`config.mk`:
```
export PLATFORM = sky130hd
export DESIGN_NAME = bram_dump_reader
export DESIGN_NICKNAME = d
export VERILOG_FILES = /design/src/rtl/bram_dump_reader_pkg.sv /design/src/rtl/bram_dump_reader_serializer.sv /design/src/rtl/bram_dump_reader.sv
export SDC_FILE = /design/constraint.sdc
export NUM_CORES = 1
export LEC_CHECK = 0
export ABC_CLOCK_PERIOD_IN_PS = 4400
export CAP_MARGIN = 25
export CORE_ASPECT_RATIO = 0.5
export CORE_MARGIN = 3
export CORE_UTILIZATION = 53
export DETAILED_ROUTE_END_ITERATION = 7
export GPL_TIMING_DRIVEN = 0
export PLACE_DENSITY_LB_ADDON = 0.08
export SLEW_MARGIN = 25
export SYNTH_ARGS = -nofsm -noshare
export SYNTH_HDL_FRONTEND = slang
export SYNTH_SLANG_ARGS = --single-unit
```
`constraint.sdc`:
```
create_clock -name clk -period 4.4 [get_ports clk]
set_clock_uncertainty 0.2 [all_clocks]
set_input_delay 0.88 -clock clk [delete_from_list [all_inputs] [get_ports clk]]
set_output_delay 0.88 -clock clk [all_outputs]
set_load 0.01 [all_outputs]
```
`src/rtl/bram_dump_reader_pkg.sv`:
```
// Shared types and defaults for the BRAM dump reader.
// State encodings and byte-lane sizing helper.
package bram_dump_reader_pkg;

  typedef enum logic [2:0] {
    DUMP_IDLE = 3'd0,
    DUMP_READ = 3'd1,
    DUMP_WAIT = 3'd2,
    DUMP_SEND = 3'd3,
    DUMP_FIN  = 3'd4
  } dump_state_e;

  localparam int unsigned DEF_ADDR_WIDTH = 10;
  localparam int unsigned DEF_DATA_WIDTH = 32;
  localparam int unsigned DEF_CNT_WIDTH  = 9;

  function automatic int unsigned idx_w(
    input int unsigned nbytes
  );
    return (nbytes > 2) ? $clog2(nbytes) : 1;
  endfunction

endpackage

```
`src/rtl/bram_dump_reader_serializer.sv`:
```
// Loads one BRAM word and shifts it out LSB byte first
// under a valid/ready handshake; flags the last-byte accept.
module word_byte_serializer
  import bram_dump_reader_pkg::*;
#(
  parameter int unsigned DATA_WIDTH = DEF_DATA_WIDTH
) (
  input  logic                  clk,
  input  logic                  rst,
  input  logic                  load_i,
  input  logic [DATA_WIDTH-1:0] word_i,
  output logic [7:0]            byte_o,
  output logic                  valid_o,
  input  logic                  ready_i,
  output logic                  last_o
);

  localparam int unsigned NB = DATA_WIDTH / 8;
  localparam int unsigned IW = idx_w(NB);

  logic [DATA_WIDTH-1:0] sh_q;
  logic [IW-1:0]         idx_q;
  logic                  valid_q;
  logic                  fire;

  assign fire    = valid_q & ready_i;
  assign last_o  = fire && (idx_q == IW'(NB - 1));
  assign byte_o  = sh_q[7:0];
  assign valid_o = valid_q;

  always_ff @(posedge clk or negedge rst) begin
    if (!rst) begin
      sh_q    <= '0;
      idx_q   <= '0;
      valid_q <= 1'b0;
    end else if (load_i) begin
      sh_q    <= word_i;
      idx_q   <= '0;
      valid_q <= 1'b1;
    end else if (fire) begin
      sh_q    <= sh_q >> 8;
      idx_q   <= idx_q + 1'b1;
      if (last_o)
        valid_q <= 1'b0;
    end
  end

endmodule

```
`src/rtl/bram_dump_reader.sv`:
```
// Streams a word window of a BRAM read port out as bytes
// (little-endian) for post-run checking.
module bram_dump_reader
  import bram_dump_reader_pkg::*;
#(
  parameter int unsigned ADDR_WIDTH = DEF_ADDR_WIDTH,
  parameter int unsigned DATA_WIDTH = DEF_DATA_WIDTH,
  parameter int unsigned CNT_WIDTH  = DEF_CNT_WIDTH
) (
  input  logic                  clk,
  input  logic                  rst,
  input  logic                  start,
  input  logic [ADDR_WIDTH-1:0] base_addr,
  input  logic [CNT_WIDTH-1:0]  word_count,
  output logic                  busy,
  output logic                  done,
  output logic [ADDR_WIDTH-1:0] r_addr,
  output logic                  r_enb,
  input  logic [DATA_WIDTH-1:0] r_dat,
  output logic [7:0]            tx_data,
  output logic                  tx_valid,
  input  logic                  tx_ready
);

  localparam logic [ADDR_WIDTH-1:0] ALIGN = ~ADDR_WIDTH'(3);
  localparam logic [ADDR_WIDTH-1:0] STEP  = ADDR_WIDTH'(4);

  dump_state_e           state_q, state_d;
  logic [ADDR_WIDTH-1:0] addr_q, addr_d;
  logic [CNT_WIDTH-1:0]  rem_q, rem_d;
  logic                  load;
  logic                  last;

  always_ff @(posedge clk or negedge rst) begin
    if (!rst) begin
      state_q <= DUMP_IDLE;
      addr_q  <= '0;
      rem_q   <= '0;
    end else begin
      state_q <= state_d;
      addr_q  <= addr_d;
      rem_q   <= rem_d;
    end
  end

  always_comb begin
    state_d = state_q;
    addr_d  = addr_q;
    rem_d   = rem_q;
    busy    = 1'b0;
    done    = 1'b0;
    r_enb   = 1'b0;
    load    = 1'b0;
    unique case (state_q)
      DUMP_IDLE: begin
        if (start) begin
          if (word_count != '0) begin
            addr_d  = base_addr & ALIGN;
            rem_d   = word_count;
            state_d = DUMP_READ;
          end else begin
            state_d = DUMP_FIN;
          end
        end
      end
      DUMP_READ: begin
        busy    = 1'b1;
        r_enb   = 1'b1;
        state_d = DUMP_WAIT;
      end
      DUMP_WAIT: begin
        busy    = 1'b1;
        load    = 1'b1;
        state_d = DUMP_SEND;
      end
      DUMP_SEND: begin
        busy = 1'b1;
        if (last) begin
          rem_d   = rem_q - 1'b1;
          addr_d  = addr_q + STEP;
          state_d = (rem_q == CNT_WIDTH'(1)) ? DUMP_FIN : DUMP_READ;
        end
      end
      DUMP_FIN: begin
        done    = 1'b1;
        state_d = DUMP_IDLE;
      end
      default: state_d = DUMP_IDLE;
    endcase
  end

  assign r_addr = addr_q;

  // r_dat is only captured on the WAIT edge via load
  word_byte_serializer #(
    .DATA_WIDTH(DATA_WIDTH)
  ) u_ser (
    .clk    (clk),
    .rst    (rst),
    .load_i (load),
    .word_i (r_dat),
    .byte_o (tx_data),
    .valid_o(tx_valid),
    .ready_i(tx_ready),
    .last_o (last)
  );

endmodule
```
==> results of run 1 <==
[Yosys cell counts, types with 4 or more instances]
master	number	area share (%)
nand2_1	58	7.2
dfrtp_1	55	46
o21ai_0	43	7.1
mux2i_1	24	8.0
a21oi_1	14	2.3
buf_4	13	3.2
nor2_1	11	1.4
a31oi_1	10	2.1
nand3_1	10	1.7
buf_2	8	1.3
o31ai_1	7	1.7
clkbuf_1	5	0.62
buf_6	4	1.5
ha_1	4	1.7
inv_1	4	0.50
[layer usage]
layer  vias up  track usage (%)  part of all wire, %
li1       1283                -                    -
met1      1297             32.0                   46
met2        97             40.8                   47
met3         6             5.71                  6.4
met4         0             4.97                 0.57
met5         -                0                    0
[worst max path at each step]
stage                        startpoint  endpoint  slack (ns)
after floorplan           word_count[4]  rem_q[1]        2.24
after global placement              rst  rem_q[7]        0.63
after detailed placement  word_count[4]  rem_q[7]        1.53
after CTS                    state_q[2]      done        1.70
after global routing         state_q[2]      done        1.56
final                        state_q[2]      done        1.70
[cells by family (layout without fill, tap and decap cells)]
group	Yosys count	count (layout)	share of synthesized area [%]
adders and majority gates	4	4	1.66
AOI/OAI and AO/OA	92	92	18.9
muxes	25	25	8.46
DFF	55	55	45.6
buffers and inverters	34	114	7.18
other	1	2	0.124
and+or+nand+nor	105	105	17.2
xor gates and xnor gates	2	2	0.830
[critical path: stages (launching register included)]
cell and delay (ns):
dfrtp_1 0.44, inv_1 0.14, nor3_1 0.19, clkdlybuf4s50_1 0.56
[report_power, final]
part | switching, mW | leakage [nW] | internal [mW]
clock network | 0.185 | 0.0815 | 0.271
logic | 0.664 | 0.971 | 0.614
registers | 0.194 | 0.669 | 0.742
total | 1.04 | 1.72 | 1.63
[per-stage QoR]
step,cells,setup WS (ns),instance area [um2]
2_1_floorplan,319,2.24,3020
3_3_place_gp,461,0.632,3830
3_5_place_dp,461,1.53,3820
4_1_cts,469,1.70,3990
5_1_grt,469,1.56,3990
6_report,469,1.70,3990
[sequential cells by signal (all words and copies together), names as in the netlist]
signal	count
u_ser.sh_q	32
rem_q	9
r_addr	8
state_q	3
u_ser.idx_q	2
u_ser.valid_o	1
[cell type report]
class | count | share of cell area [%]
Tap cell | 70 | 2.19
Timing Repair Buffer | 72 | 18.0
Inverter | 4 | 0.376
Clock buffer | 6 | 3.23
Buffer | 30 | 5.05
Sequential cell | 55 | 34.5
Multi-Input combinational cell | 230 | 35.7
Clock inverter | 2 | 0.971
==> summary.md, run 1 <==
| Metric | Value |
|---|---|
| Hold WS | `0.343 ns` |
| Worst EP required | `3.32 ns` |
| Hold buffers post-CTS | `0` |
| Post-DP HPWL | `5540 um` |
| Fillers | `370` |
| Die width | `113 um` |
| Area of the multi-input gates | `1430 um2` |
| Post-synth EDFFs | `0` |
| Synth-to-Final Area Change | `32.4%` |
| First-pass GRT wire length | `12800 um` |
| Seq/Total Area, Yosys | `45.6%` |
| Cells after Synth | `318` |
| R2R Setup Slk | `2.41 ns` |
| Number of global-route vias before repair | `2795` |
| Die Area | `6690 um2` |
| Cell Pwr Density | `669 nW/um2` |
| Total power | `2.67 mW` |
| Relative slew slack | `53.9%` |
| Number of port buffers | `72` |
| Top_reg_cell synth | `dfrtp_1` |
| Fin crit period | `2.70 ns` |
| Root buffer cell | `clkbuf_16` |
| Clk slew on worst S/H paths | `0.07 ns` |
| Routed len/inst | `16.2 um` |
| Initial Utilization | `58.0%` |
| Worst Max-Slew Pin Slew | `0.692 ns` |
| Mapped Area | `3020 um2` |
| Total congestion overflow | `0` |
| Worst r2r path cells | `6` |
| CTS-repair resized insts | `0` |
| IO Pins | `77` |
| Maxcap violations | `0` |
| Vias per cell | `5.72` |
| Htree depth | `2` |
| Antenna Cells | `0` |
| Cell variety after synth | `53` |
| Crit-path max FO | `7` |
| Ys async rst share | `100%` |
| Post-CTS setup buffer count | `0` |
| Launching point of the worst reg2reg path | `state_q[1]` |
| Largest net degree at the start of global routing | `56` |
| Ys Warns | `0` |
| Crit end category | `output pin` |
| Drt first-iter violations | `202` |
| Die height | `59.3 um` |
| ANT nets after route | `0` |
| Hold wc startpoint | `u_ser.sh_q[28]` |
| RSZ-0062 raised after global routing | `false` |
| TritonRoute pass-1 iters | `5` |
| RePlAce Congestion | `0.870` |
| CTS tree | `done` |
| Hold Path Sink | `u_ser.sh_q[28]` |
| Post-Route WL | `7610 um` |
| Outcome | `complete, no violations` |
| Seq. cell area | `1380 um2` |
| CP Class | `flop to output pin` |
| Startpoint types | `flop` |
| Clk_lat worst skew | `0.30 ns` |
| Final hold violations | `0` |
| Num CTS Buffers | `5` |
| Final core utilization | `76.7%` |
| Syn_area_per_cell | `9.48 um2` |
| Antenna violations before repair | `0` |
| Commonest non-fill, non-tap cell in the layout | `clkdlybuf4s50_1` |
| Leakage | `1.72 nW` |
| Max Buffers Root-to-Sink | `2` |
| Share of layout cells above drive strength 1 | `11.0%` |
| WP data arrival | `1.62 ns` |
| Maximum VDD drop | `0.396 mV` |
| # rows | `18` |
| Max Clock Freq | `0.370 GHz` |
| R2R Path End | `rem_q[7]` |
| Layout Nets | `457` |
| CTS Sinks | `55` |
| Commonest non-fill, non-tap cells in the layout | `71 x clkdlybuf4s50_1, 58 x nand2_1, 55 x dfrtp_1, 43 x o21ai_0, 24 x mux2i_1` |
| Final period util | `61.4%` |
| Min-delay worst type | `flop to flop` |
| CORE AREA | `5200 um2` |
| Drc violations | `0` |
| # setup viols final | `0` |
| Seq cells post-synth | `55` |
| Sum Neg Setup Slack | `0 ns` |
| Via count | `2683` |
| Max Slew Vio Count | `0` |
| GRT Total Usage | `24.0%` |
| Hold depth | `2` |
Power figures use the tool's default switching activity.
==> inputs of run 2 (changes only) <==
--- a/config.mk
+++ b/config.mk
@@ -5,11 +5,11 @@
 export SDC_FILE = /design/constraint.sdc
 export NUM_CORES = 1
 export LEC_CHECK = 0
-export ABC_CLOCK_PERIOD_IN_PS = 4400
+export ABC_CLOCK_PERIOD_IN_PS = 2200
 export CAP_MARGIN = 25
 export CORE_ASPECT_RATIO = 0.5
 export CORE_MARGIN = 3
-export CORE_UTILIZATION = 53
+export CORE_UTILIZATION = 44
 export DETAILED_ROUTE_END_ITERATION = 7
 export GPL_TIMING_DRIVEN = 0
 export PLACE_DENSITY_LB_ADDON = 0.08
==> constraint.sdc (replaced) <==
create_clock -name clk -period 2.2 [get_ports clk]
set_clock_uncertainty 0.2 [all_clocks]
set_input_delay 0.44 -clock clk [delete_from_list [all_inputs] [get_ports clk]]
set_output_delay 0.44 -clock clk [all_outputs]
set_load 0.01 [all_outputs]
==> run 2 against run 1 <==
Utilization down 13 points. Sequential share of layout area down 0.54 points. Critical path depth up 3. Largest power group unchanged.
==> summary.md, run 2 (same netlist as run 1, synthesis figures left out) <==
| Metric | Value |
|---|---|
| Outcome | `complete, no violations` |
| Final Instance Count excl. Fillers | `491` |
| RePlAce Congestion | `0.861` |
| Drt first-iter violations | `129` |
| Crit end category | `flop` |
| ANT nets after route | `0` |
| Vias per cell | `5.55` |
| CP Class | `input port to flop` |
| Routed len/inst | `16.0 um` |
| Min-delay worst type | `flop to flop` |
| Final hold violations | `0` |
| Crit-path max FO | `10` |
| Launching point of the worst reg2reg path | `state_q[1]` |
| WP data arrival | `2.13 ns` |
| Hold wc startpoint | `u_ser.sh_q[31]` |
| Critical path origin | `word_count[4]` |
| Worst r2r path cells | `6` |
| Synth-to-Final Area Change | `34.6%` |
| Root buffer cell | `clkbuf_16` |
| Final period util | `98.0%` |
| Commonest non-fill, non-tap cells in the layout | `67 x clkdlybuf4s50_1, 58 x nand2_1, 54 x dfrtp_1, 43 x o21ai_0, 24 x mux2i_1` |
| Post-DP HPWL | `5750 um` |
| RSZ-0062 raised after global routing | `false` |
| Placed cell areas | `3870 um2` |
| Area of the multi-input gates | `1440 um2` |
| # rows | `20` |
| Cell Pwr Density | `1290 nW/um2` |
| Hold depth | `2` |
| Maxcap violations | `0` |
| Startpoint types | `input port` |
| Number of global-route vias before repair | `2770` |
| Initial Utilization | `47.4%` |
| Placed Cells incl. Taps | `480` |
| Antenna violations before repair | `0` |
| Clk_lat worst skew | `0.30 ns` |
| Final Instance Area | `4060 um2` |
| Seq. cell area | `1380 um2` |
| # setup viols final | `0` |
| First-pass GRT wire length | `13200 um` |
| Die height | `64.5 um` |
| IO Pins | `77` |
| Commonest non-fill, non-tap cell in the layout | `clkdlybuf4s50_1` |
| Total congestion overflow | `0` |
| Leakage | `1.76 nW` |
| Net Switching | `2.09 mW` |
| Htree depth | `2` |
| Internal | `3.14 mW` |
| Die width | `123 um` |
| Layout Nets | `461` |
| CTS tree | `done` |
| Max Slew Vio Count | `0` |
| Drc violations | `0` |
| Max Clock Freq | `0.464 GHz` |
| Sequential power share | `35.5%` |
| Max Buffers Root-to-Sink | `2` |
| CTS Sinks | `55` |
| Number of port buffers | `72` |
| Worst EP required | `2.18 ns` |
| GRT Total Usage | `21.1%` |
| Combinational Power Share | `48.9%` |
| Die Area | `7940 um2` |
| Fillers | `554` |
| Antenna Cells | `0` |
| Share of total power in the clock network | `15.6%` |
| Largest net degree at the start of global routing | `29` |
| Largest register FFs | `32` |
| Share of layout cells above drive strength 1 | `12.2%` |
| CORE AREA | `6360 um2` |
| Clk slew on worst S/H paths | `0.07 ns` |
| Fin crit period | `2.16 ns` |
| Num CTS Buffers | `5` |
| Maximum VDD drop | `0.720 mV` |
| Sw frac | `39.9%` |
| Reg with most FFs | `u_ser.sh_q` |
| TritonRoute pass-1 iters | `5` |
| Via count | `2723` |
| Post-Route WL | `7860 um` |
[run 2: changes by cell type in the layout (fill, tap and decap cells not counted), sizes merged, moves of 2 or more]
| cell | previous run | this run |
|---|---|---|
| buf | 26 | 29 |
| clkdlybuf4s50 | 71 | 67 |
| dlygate4sd2 | 0 | 2 |
| dlymetal6s2s | 0 | 2 |
[run 2: worst paths after layout]
kind	endpoint	slack (ns)
worst max-delay path	r_addr[6]	0.04
worst min-delay path	u_ser.sh_q[31]	0.34
worst max register to register	r_addr[6]	0.18
worst min register to register	u_ser.sh_q[31]	0.34
max in group asynchronous	state_q[2]	0.89
min in group asynchronous	u_ser.sh_q[1]	0.41
[run 2: final cells by class]
cell class	instances	share of cell area [%]
well taps	88	2.71
multi-input cells	230	35.3
plain buffers	30	5.12
flip-flops and latches	55	33.9
clock buffers	5	3.08
repair buffers	76	18.9
inverters	4	0.370
clock inverters	3	0.586
[run 2: power by group through the flow]
stage | registers (mW) | logic [mW] | clock network [mW]
finish | 1.86 | 2.56 | 0.815
global route | 1.93 | 2.83 | 0.870
CTS | 1.85 | 2.56 | 0.836
detailed placement | 1.87 | 2.55 | 0
global placement | 1.84 | 2.46 | 0
floorplan | 1.80 | 1.69 | 0
[run 2: what timing repair did]
action	4_1_cts	5_1_grt
pin swaps	0	2
hold buffers	1	0
hold endpoints to repair	27	0
cloned	0	0
buffers inserted	0	2
gates resized for setup	3	6
endpoints found under the setup margin	2	11
[run 2: critical path, cell delays in order]
cell and delay (ns):
clkdlybuf4s50_1 0.47, nor4_4 0.38, nand4_1 0.30, buf_6 0.25, a31oi_1 0.21, a21oi_1 0.08
[run 2: through the flow]
| step | setup WS (ns) | setup TNS, ns | utilization, % | total power, mW | hold WS (ns) |
|---|---|---|---|---|---|
| finish | 0.0441 | 0 | 63.9 | 5.23 | 0.335 |
| global route | 0.00165 | 0 | 63.9 | 5.64 | 0.359 |
| floorplan | 0.382 | 0 | - | 3.48 | -0.0556 |
| CTS | 0.0218 | 0 | 63.3 | 5.25 | 0.334 |
| global placement | -1.22 | -69.08 | 60.6 | 4.30 | 0.316 |
| detailed placement | -0.268 | -3.16 | 60.8 | 4.42 | 0.183 |
[run 2: per-layer routing]
layer  vias up  GRT usage [%]  part of all wire (%)
li1       1296              -                     -
met4         0           6.62                   1.3
met3        12           4.62                   6.9
met2       106           36.0                    47
met1      1309           27.0                    45
met5         -              0                     0
